## config.mk

```make
export PLATFORM = sky130hd
export DESIGN_NAME = seg_scan_ctrl
export DESIGN_NICKNAME = d
export VERILOG_FILES = /design/src/rtl/seg_scan_ctrl.sv
export SDC_FILE = /design/constraint.sdc
export NUM_CORES = 1
export LEC_CHECK = 0
export CAP_MARGIN = 15
export CORE_ASPECT_RATIO = 0.9
export CORE_UTILIZATION = 44
export CTS_CLUSTER_SIZE = 40
export DETAILED_ROUTE_END_ITERATION = 6
export PLACE_DENSITY = 0.65
export SLEW_MARGIN = 0
export SYNTH_ARGS = -nofsm -noshare
export SYNTH_HDL_FRONTEND = slang
export SYNTH_SLANG_ARGS = --single-unit
```

## constraint.sdc

```tcl
create_clock -name clk -period 4 [get_ports clk]
set_input_delay 0.4 -clock clk [delete_from_list [all_inputs] [get_ports clk]]
set_output_delay 0.4 -clock clk [all_outputs]
set_load 0.05 [all_outputs]
```

## src/rtl/seg_scan_ctrl.sv

```systemverilog
// Scan controller for a 4-digit common-anode seven-segment display.
// Steps one shared BCD nibble across digits with blanking, blinking, leading-zero suppression and frame-synchronous loads.
module seg_scan_ctrl #(
    parameter int REFRESH_DIV  = 50000,
    parameter int BLINK_FRAMES = 64
) (
    input  logic        clk,
    input  logic        rst,
    input  logic [15:0] digits_in,
    input  logic        load,
    input  logic [3:0]  blank_mask,
    input  logic [3:0]  blink_mask,
    input  logic        lz_en,
    output logic [3:0]  number,
    output logic [3:0]  an,
    output logic        frame_done
);
    localparam int CW = $clog2(REFRESH_DIV);
    localparam int BW = (BLINK_FRAMES > 1) ? $clog2(BLINK_FRAMES) : 1;
    localparam logic [CW-1:0] CNT_MAX = CW'(REFRESH_DIV - 1);
    localparam logic [BW-1:0] BLK_MAX = BW'(BLINK_FRAMES - 1);

    logic [CW-1:0] r_refresh_cnt;
    logic [1:0]    r_idx;
    logic [15:0]   r_active;
    logic [15:0]   r_pending;
    logic          r_pend_v;
    logic [BW-1:0] r_blink_cnt;
    logic          r_blink_off;

    logic          w_tick;
    logic          w_wrap;
    logic [1:0]    w_idx_nxt;
    logic [15:0]   w_active_nxt;
    logic          w_blink_off_nxt;
    logic          w_dark;

    // Digit k (k>=1) is a leading zero when it and every more-significant nibble are zero.
    function automatic logic lz_dark(input logic [15:0] a, input logic [1:0] k);
        logic z;
        z = (k != 2'd0);
        for (int j = 0; j < 4; j++) begin
            if (j >= int'(k) && a[4*j +: 4] != 4'h0) z = 1'b0;
        end
        return z;
    endfunction

    always_comb begin
        w_tick          = (r_refresh_cnt == CNT_MAX);
        w_wrap          = w_tick && (r_idx == 2'd3);
        w_idx_nxt       = w_tick ? r_idx + 2'd1 : r_idx;
        w_active_nxt    = r_active;
        w_blink_off_nxt = r_blink_off;
        if (w_wrap) begin
            if (load)          w_active_nxt = digits_in;
            else if (r_pend_v) w_active_nxt = r_pending;
            if (r_blink_cnt == BLK_MAX) w_blink_off_nxt = ~r_blink_off;
        end
        w_dark = blank_mask[w_idx_nxt]
               | (blink_mask[w_idx_nxt] & w_blink_off_nxt)
               | (lz_en & lz_dark(w_active_nxt, w_idx_nxt));
    end

    // Outputs are built from next-state values so they switch on the same edge as the digit index.
    always_ff @(posedge clk) begin
        if (rst) begin
            r_refresh_cnt <= '0;
            r_idx         <= 2'd0;
            r_active      <= 16'h0000;
            r_pending     <= 16'h0000;
            r_pend_v      <= 1'b0;
            r_blink_cnt   <= '0;
            r_blink_off   <= 1'b0;
            an            <= 4'b1111;
            number        <= 4'hF;
            frame_done    <= 1'b0;
        end else begin
            r_refresh_cnt <= w_tick ? '0 : r_refresh_cnt + CW'(1);
            r_idx         <= w_idx_nxt;
            r_active      <= w_active_nxt;
            r_blink_off   <= w_blink_off_nxt;
            if (w_wrap) begin
                r_pend_v    <= 1'b0;
                r_blink_cnt <= (r_blink_cnt == BLK_MAX) ? '0 : r_blink_cnt + BW'(1);
            end else if (load) begin
                r_pending <= digits_in;
                r_pend_v  <= 1'b1;
            end
            an         <= w_dark ? 4'b1111 : ~(4'b0001 << w_idx_nxt);
            number     <= w_dark ? 4'hF : w_active_nxt[{w_idx_nxt, 2'b00} +: 4];
            frame_done <= w_wrap;
        end
    end
endmodule

```

# Word level (Yosys, flattened, before mapping)
# Cells that the tools add are included.
# word_totals
n_memories,0
out_inout_bits,9
ff_bits,67
latch_bits,0
inputBits,28
rom_bits,0
ram_bits,0
# op_classes
shift,2
reduce_logical,13
n_mux,15
n_mul,0
eq_ne,3
order_cmp,4
addsub,3
div,0
bitwise_logic,7
# op_table
op,n
two-way mux 16 bit,3
adder 16 x 1 -> 16 bit (second input constant),1
== test 16 bit (second input constant),1
nonzero test 4 bit,4
variable part select 16 x 5 -> 4 bit,1
two-way mux 1 bit,8
adder 6 x 1 -> 6 bit (second input constant),1
== test 6 bit (second input constant),1
two-way mux 6 bit,1
OR reduction 2 bit,3
binary-select mux 1 bit (select 2 bit),2
greater-or-equal comparator 1 x 2 -> 1 bit (first input constant),2
logical AND 1 bit,4
NOT 4 bit,1
left shift 1 x 2 -> 4 bit (first input constant),1
less-than comparator 2 x 3 -> 1 bit (second input constant),1
adder 2 x 1 -> 2 bit (second input constant),1
AND 1 bit,2
== test 2 bit (second input constant),1
greater-or-equal comparator 2 bit (first input constant),1
two-way mux 2 bit,1
NOT 1 bit,2
bitwise OR 1 bit,2
AND reduction 2 bit,1
nonzero test 2 bit,1

# Longest topological paths before layout
# Gate-level depths: netlist of run 1.
# depth
word_depth,12
mapped_depth,10
ltp_nobuf,8

# Worst setup path after synthesis of run 1
# No wires, ideal clock.
# synth_timing
path_type,reg-to-reg
startpoint,register r_refresh_cnt[0]
endpoint,register number[2]
setup_time_ps,138
path_buffers,2
stages_incl_launch_ff,11
required_ps,3862
setup_slack_ps,1574
arrival_time_ps,2288
path_cell_list,dfxtp_1 -> ha_1 -> and3_1 -> buf_2 -> and4_1 -> buf_6 -> xnor2_4 -> mux2_4 -> a211o_1 -> a21oi_4 -> o2111ai_1
# synth_via
elab_chain_len,12
elab_cells_between_ends,30
cone_classes,order compare (3); eq/ne (1); shift (1); mux (11); bitwise (4); reduce/logical (10)
# synth_lines
item,line,rtl
from (decl),23,logic [CW-1:0] r_refresh_cnt;
from (signal assigned),78,r_refresh_cnt <= w_tick ? '0 : r_refresh_cnt + CW'(1);
== test 16 bit (*),49,w_tick = (r_refresh_cnt == CNT_MAX);
logical AND 1 bit,50,w_wrap = w_tick && (r_idx == 2'd3);
two-way mux 16 bit,54,if (w_wrap) begin
nonzero test 4 bit,43,if (j >= int'(k) && a[4*j +: 4] != 4'h0) z = 1'b0;
logical AND 1 bit,43,
two-way mux 1 bit (4 in series),43,
AND 1 bit,61,"| (lz_en & lz_dark(w_active_nxt, w_idx_nxt));"
bitwise OR 1 bit,61,
OR reduction 2 bit (no line),-,
to (signal assigned),90,"number <= w_dark ? 4'hF : w_active_nxt[{w_idx_nxt, 2'b00} +: 4];"
to (decl),14,"output logic [3:0] number,"
# Mark *: on every way between the ends. The rest lies on a longest branch, timed or not. The select of a mux whose other input is x is not followed.
# A chain may end at the register's enable or synchronous reset.

# Worst setup path after layout of run 1
# layout_timing
startpoint,register r_idx[0]
endpoint,register number[2]
# layout_via
elab_chain_len,12
elab_cells_between_ends,31
cone_classes,add/sub (1); order compare (3); eq/ne (1); shift (1); mux (11); bitwise (4); reduce/logical (10)
# layout_lines
item,line,rtl
from (decl),24,logic [1:0] r_idx;
from (signal assigned),79,r_idx <= w_idx_nxt;
"parallel branches: the longest is 12 deep, another holds adder 2 x 1 -> 2 bit",-,
# Several ways; the timed one is not identified. The select of a mux whose other input is x is not followed.

==> flow_metrics.tcl, run 1 <==
set metrics [dict create \
    clock_latency_ps 340 \
    cp_top_family "simple AND/OR/NAND/NOR gates" \
    slowest_delay_ps 520 \
    cap_viol_max_count 0 \
    coreArea_um2 6760 \
    endpoint_kind "flop" \
    cts_setup_buffers 0 \
    ioPinCount 37 \
    die_y_um 82.3 \
    yosysSeqAreaShare_pct 42.5 \
    grt-ovfl-total 0 \
    crit_required_ps 4260 \
    portBuffers 36 \
    antenna_found_initial 0 \
    fillCellCount 636 \
    cts_tree "built" \
    grtUsageTotal_pct 20.3 \
    hold_class "flop to flop" \
    setup_violations 0 \
    met1_usage_pct 25.8 \
    vias 2719 \
    routed_wl_um 7020 \
    drcViolationCount 0 \
    drt_iter0_drc 165 \
    nets 429 \
    synth_cell_types 49 \
    first_pass_iters 4 \
    dpl.hpwl_um 4840 \
    cts_max_level 3 \
    synth_edf_count 0 \
    grt_util_met2_pct 33.0 \
    grt_pass1_wl_um 11700 \
    fin_skew_ps 8.79 \
    yosys_warnings 0 \
    cts_hold_buf 0 \
    cts.clk_slew.worst_paths_ps 70 \
    max_slew_margin_pct 43.0 \
    ir_drop_v 0.000199 \
    fmax_mhz 341 \
    cts_resized 0 \
    min_period_ps 2940 \
    grt.met3_usage_pct 6.41 \
    ys_ff_latch 67 \
    cts-root-buf "clkbuf_8" \
    crit_arrival_ps 3190 \
    path_max_fanout 21 \
    detail-route-antenna-nets 0 \
    syn_inst 371 \
    avgRoutedWirePerCell_um 14.2 \
    via_per_inst 5.52 \
    grt_setup_unrepaired "no" \
    hold_viol_final 0 \
    dieArea_um2 7510 \
    synth_flop_cell "dfxtp_1" \
    power_mw 1.36 \
    min_period_over_period_pct 73.4 \
    areaGrowthSynthToFinish_pct 19.2 \
    crit_chain "ha_1 -> and4_1 -> nand4_2 -> buf_4 -> o21ai_0 -> a21boi_0 -> and3_1 -> nand4_1 -> o2111ai_1" \
    p_leak_nw 1.40 \
    worstSetupPathType "flop to flop" \
    syn_area_um2 3160 \
    clock_sinks 67 \
    async_reset_ff_share_pct 0 \
    layout-drive-gt1-share_pct 7.94 \
    status "complete, no violations" \
    grt_max_degree 47 \
    routabilityCongestion 0.791 \
    worstMarginPinSlew_ps 852 \
    num_rows 28 \
    grt_pass1_vias 2441 \
    powerDensity_nw_per_um2 362 \
    critPathSlowestCell "dfxtp_1" \
    insertedDiodeCount 0 \
    cts_buffers 9 \
    worst_hold_slack_ps 452 \
    cts.path.max_buffers 2 \
    grt_busiest_layer "met2" \
    synth_fp_nets 402 \
    syn_avg_cell_area_um2 8.51 \
    drv_slew 0 \
    final.setup.tns_ps 0 \
    start_kind "flop" \
    initial_utilization_pct 46.7 \
    die_x_um 91.3 \
    cp_num_buf_inv 1 \
]
## synth_stat cells (4+ instances only)
library cell   n  share of area, %
nor2_1        39               4.6
nor2b_1        4              0.79
mux2i_1        9               2.9
nand4_1        4              0.79
a31oi_1        6               1.2
a21oi_1       21               3.3
xor2_1        12               3.3
nand2_1       45               5.4
inv_1          6              0.71
a32oi_1       10               2.8
clkbuf_1      14               1.7
buf_1          4              0.48
buf_2          6              0.95
xnor2_1        6               1.7
nand3_1       47               7.5
or3_1          4              0.79
o221ai_1       4               1.1
dfxtp_1       67                43
nor3_1         7               1.1
and3_1        10               2.0
o21ai_0        5              0.79
## metal layers
layer / vias to the layer above / routed length, µm
met5: - / 0
met4: 0 / 66
met3: 6 / 334
met2: 50 / 3330
met1: 1283 / 3290
li1: 1380 / -
## kinds of logic (layout without fill, tap and decap cells)
family                   count (synthesis)  after routing  synth area share, %
AND/OR/NAND/NOR                        174            174                 27.4
flip-flops                              67             67                 42.5
AO/OA/AOI/OAI                           62             62                 13.7
buffers and inverters                   31             63                 4.16
XOR/XNOR                                19             19                 5.87
multiplexers                            15             15                 5.11
adder cells (fa/ha/maj)                  3              3                 1.19
## state kept, by name, indices dropped and copies added, names as in the netlist
signal	cells
r_blink_cnt	6
r_pend_v	1
r_idx	2
r_blink_off	1
r_refresh_cnt	16
r_active	16
number	4
r_pending	16
frame_done	1
an	4
## cells in the final DEF (no fill, tap or decap), types with 5 or more instances in the layout
master and instances:
o21ai_0 5, a21oi_1 21, a31oi_1 6, mux2i_1 9, dfxtp_1 67, nor3_1 7
buf_4 5, clkdlybuf4s50_1 36, nor2_1 39, xor2_1 12, clkbuf_8 10, inv_1 6
a32oi_1 10, nand3_1 47, and3_1 10, xnor2_1 6, nand2_1 45
## worst paths after layout
check | from | end | slack (ps) | cells after the start
worst min-delay path | r_pending[11]$_SDFFE_PP0P_ | r_pending[11]$_SDFFE_PP0P_ | 450 | 2
worst max-delay path | r_idx[0]$_SDFF_PP0_ | number[2]$_SDFF_PP1_ | 1060 | 9
worst max register to register | r_idx[0]$_SDFF_PP0_ | number[2]$_SDFF_PP1_ | 1060 | 9
worst min register to register | r_pending[11]$_SDFFE_PP0P_ | r_pending[11]$_SDFFE_PP0P_ | 450 | 2
## per-stage QoR
stage               instances  instance area [µm²]  utilization (%)  worst slack [ps]
finish                    493                 3760             55.6              1060
global route              493                 3760             55.6               783
CTS                       493                 3760             55.6              1060
detailed placement        477                 3560             52.6              1080
global placement          477                 3560             52.6              1190
floorplan                 371                 3160                -              1570
## area by class of cell
cell class | instances | area, µm² | share of cell area (%)
multi-input combinational | 273 | 1680 | 44.8
timing repair buffer | 41 | 398 | 10.6
clock buffer | 10 | 138 | 3.66
inverter | 6 | 22.5 | 0.599
sequential | 67 | 1340 | 35.7
tap | 90 | 113 | 3.00
clock inverter | 6 | 65.1 | 1.73
## worst register-to-register path: cells and delay by family, from the launching register on
kind	cells	cell delay, ps
adders and majority gates	1	220
and+or+nand+nor	4	1080
DFF	1	520
AOI/OAI and AO/OA	3	640
buffers and inverters	1	390
## report_power, final
part	internal [mW]	total (mW)	switching, mW
combinational	0.0454	0.101	0.0557
sequential	0.682	0.691	0.00979
clock	0.303	0.568	0.265
No activity file was read; power rests on OpenSTA's default activity.
==> run 2: changes to the inputs <==
--- a/config.mk
+++ b/config.mk
@@ -10,7 +10,7 @@
 export CORE_UTILIZATION = 44
 export CTS_CLUSTER_SIZE = 40
 export DETAILED_ROUTE_END_ITERATION = 6
-export PLACE_DENSITY = 0.65
+export PLACE_DENSITY = 0.68
 export SLEW_MARGIN = 0
 export SYNTH_ARGS = -nofsm -noshare
 export SYNTH_HDL_FRONTEND = slang
==> constraint.sdc (replaced) <==
create_clock -name clk -period 2.6 [get_ports clk]
set_input_delay 0.26 -clock clk [delete_from_list [all_inputs] [get_ports clk]]
set_output_delay 0.26 -clock clk [all_outputs]
set_load 0.05 [all_outputs]
==> flow_metrics.tcl, run 2 (synthesis gave the netlist of run 1 again) <==
set metrics [dict create \
    insertedDiodeCount 0 \
    start_kind "flop" \
    cts.clk_slew.worst_paths_ps 70 \
    cts_tree "built" \
    num_rows 28 \
    worstSetupPathType "flop to flop" \
    grt_max_degree 42 \
    setup_violations 0 \
    min_period_over_period_pct 92.9 \
    p_leak_nw 1.50 \
    die_x_um 91.3 \
    dr.max_layer_used "met4" \
    fin_cells 504 \
    grtUsageTotal_pct 20.4 \
    coreArea_um2 6760 \
    portBuffers 36 \
    drcViolationCount 0 \
    hold_class "flop to flop" \
    grt-ovfl-total 0 \
    cts-root-buf "clkbuf_8" \
    dp_cells 488 \
    drv_slew 0 \
    via_per_inst 5.57 \
    cts_max_level 3 \
    power_frac_seq_pct 49.5 \
    finalInstanceArea_um2 3920 \
    dpl.hpwl_um 5110 \
    die_y_um 82.3 \
    crit_arrival_ps 2670 \
    grt_pass1_wl_um 12000 \
    crit_required_ps 2860 \
    routedLengthMet1_um 3410 \
    first_pass_iters 5 \
    dpl_cell_area_um2 3650 \
    vias 2807 \
    ir_drop_v 0.000334 \
    final.setup.tns_ps 0 \
    final_cell_mix "dfxtp_1 (67), nand3_1 (47), nand2_1 (45)" \
    clock_sinks 67 \
    routabilityCongestion 0.786 \
    initial_utilization_pct 46.7 \
    areaGrowthSynthToFinish_pct 24.1 \
    endpoint_kind "flop" \
    path_max_fanout 28 \
    nets 440 \
    dieArea_um2 7510 \
    p_int_mw 1.66 \
    power.switching_mw 0.490 \
    ioPinCount 37 \
    final_common_cell "dfxtp_1" \
    swShare_pct 22.8 \
    power_mw 2.15 \
    grt_setup_unrepaired "no" \
    wl_met3_um 380 \
    layout-drive-gt1-share_pct 12.1 \
    fin_skew_ps 7.89 \
    cts.path.max_buffers 2 \
    met2_length_um 3390 \
    cap_viol_max_count 0 \
    min_period_ps 2420 \
    drt_iter0_drc 201 \
    worstMarginPinSlew_ps 948 \
    max_slew_margin_pct 36.6 \
    antenna_found_initial 0 \
    clkPwrFrac_pct 43.1 \
    detail-route-antenna-nets 0 \
    avgRoutedWirePerCell_um 14.4 \
    grt_pass1_vias 2593 \
    worst_hold_slack_ps 455 \
    clock_latency_ps 340 \
    fillCellCount 630 \
    routed_wl_um 7240 \
    reg.largest.list "r_active x16, r_pending x16, r_refresh_cnt x16" \
    powerDensity_nw_per_um2 549 \
    cts_buffers 9 \
    cts_setup_buffers 0 \
    pwr-share-comb_pct 7.4 \
    hold_viol_final 0 \
    status "complete, no violations" \
    fmax_mhz 414 \
]
## run 2: changes by cell type in the layout (fill, tap and decap cells not counted), moves of 2 or more
| cell | previous run | this run |
|---|---|---|
| a32oi_1 | 10 | 8 |
| buf_4 | 5 | 14 |
| a32oi_2 | 0 | 2 |
| and4_1 | 3 | 0 |
| clkbuf_1 | 0 | 2 |
| and4_4 | 0 | 2 |
| clkinvlp_4 | 4 | 1 |
## run 2: cell type report
type / instances / area (µm²) / share of cell area [%]
Multi-Input combinational cell: 273 / 1730 / 44.3
Clock inverter: 5 / 77.6 / 1.98
Clock buffer: 11 / 131 / 3.35
Inverter: 6 / 22.5 / 0.575
Tap cell: 90 / 113 / 2.88
Sequential cell: 67 / 1340 / 34.2
Timing Repair Buffer: 52 / 497 / 12.7
## run 2: worst paths after layout
path / slack (ps) / depth (start not counted) / to / start
worst max-delay path: 180 / 9 / number[2]$_SDFF_PP1_ / r_refresh_cnt[0]$_SDFF_PP0_
worst min-delay path: 450 / 2 / r_pending[5]$_SDFFE_PP0P_ / r_pending[5]$_SDFFE_PP0P_
worst max register to register: 180 / 9 / number[2]$_SDFF_PP1_ / r_refresh_cnt[0]$_SDFF_PP0_
worst min register to register: 450 / 2 / r_pending[5]$_SDFFE_PP0P_ / r_pending[5]$_SDFFE_PP0P_
## run 2: power by group through the flow
stage | clock network [mW] | registers, mW | logic, mW
CTS | 0.947 | 1.06 | 0.158
global placement | 0 | 1.09 | 0.155
finish | 0.926 | 1.06 | 0.159
detailed placement | 0 | 1.09 | 0.157
floorplan | 0 | 1.10 | 0.0710
global route | 1.00 | 1.07 | 0.173
## run 2: critical path, stage by stage (launching register included)
cell       delay [ps]
dfxtp_1           330
ha_1              230
and4_2            270
and4_4            230
buf_12            160
a32oi_2           220
nand3_1           110
o41ai_2           350
nand4_1           240
o2111ai_1         170
## run 2: per-stage QoR
stage               util, %  setup WS [ps]
finish                 57.9            184
floorplan                 -            174
global placement       54.0           98.0
CTS                    57.1           20.6
detailed placement     54.0           62.1
global route           57.9           6.14
## run 2: per-layer routing
metal	vias to the layer above	GRT usage, %
met5	-	0
met1	1311	26.6
met3	4	5.95
li1	1407	-
met2	85	32.8
met4	0	6.67
## run 2: timing repair
action                                  4_1_cts  5_1_grt
gates resized for setup                       0       14
endpoints found under the setup margin        0        7
hold buffers                                  0        0
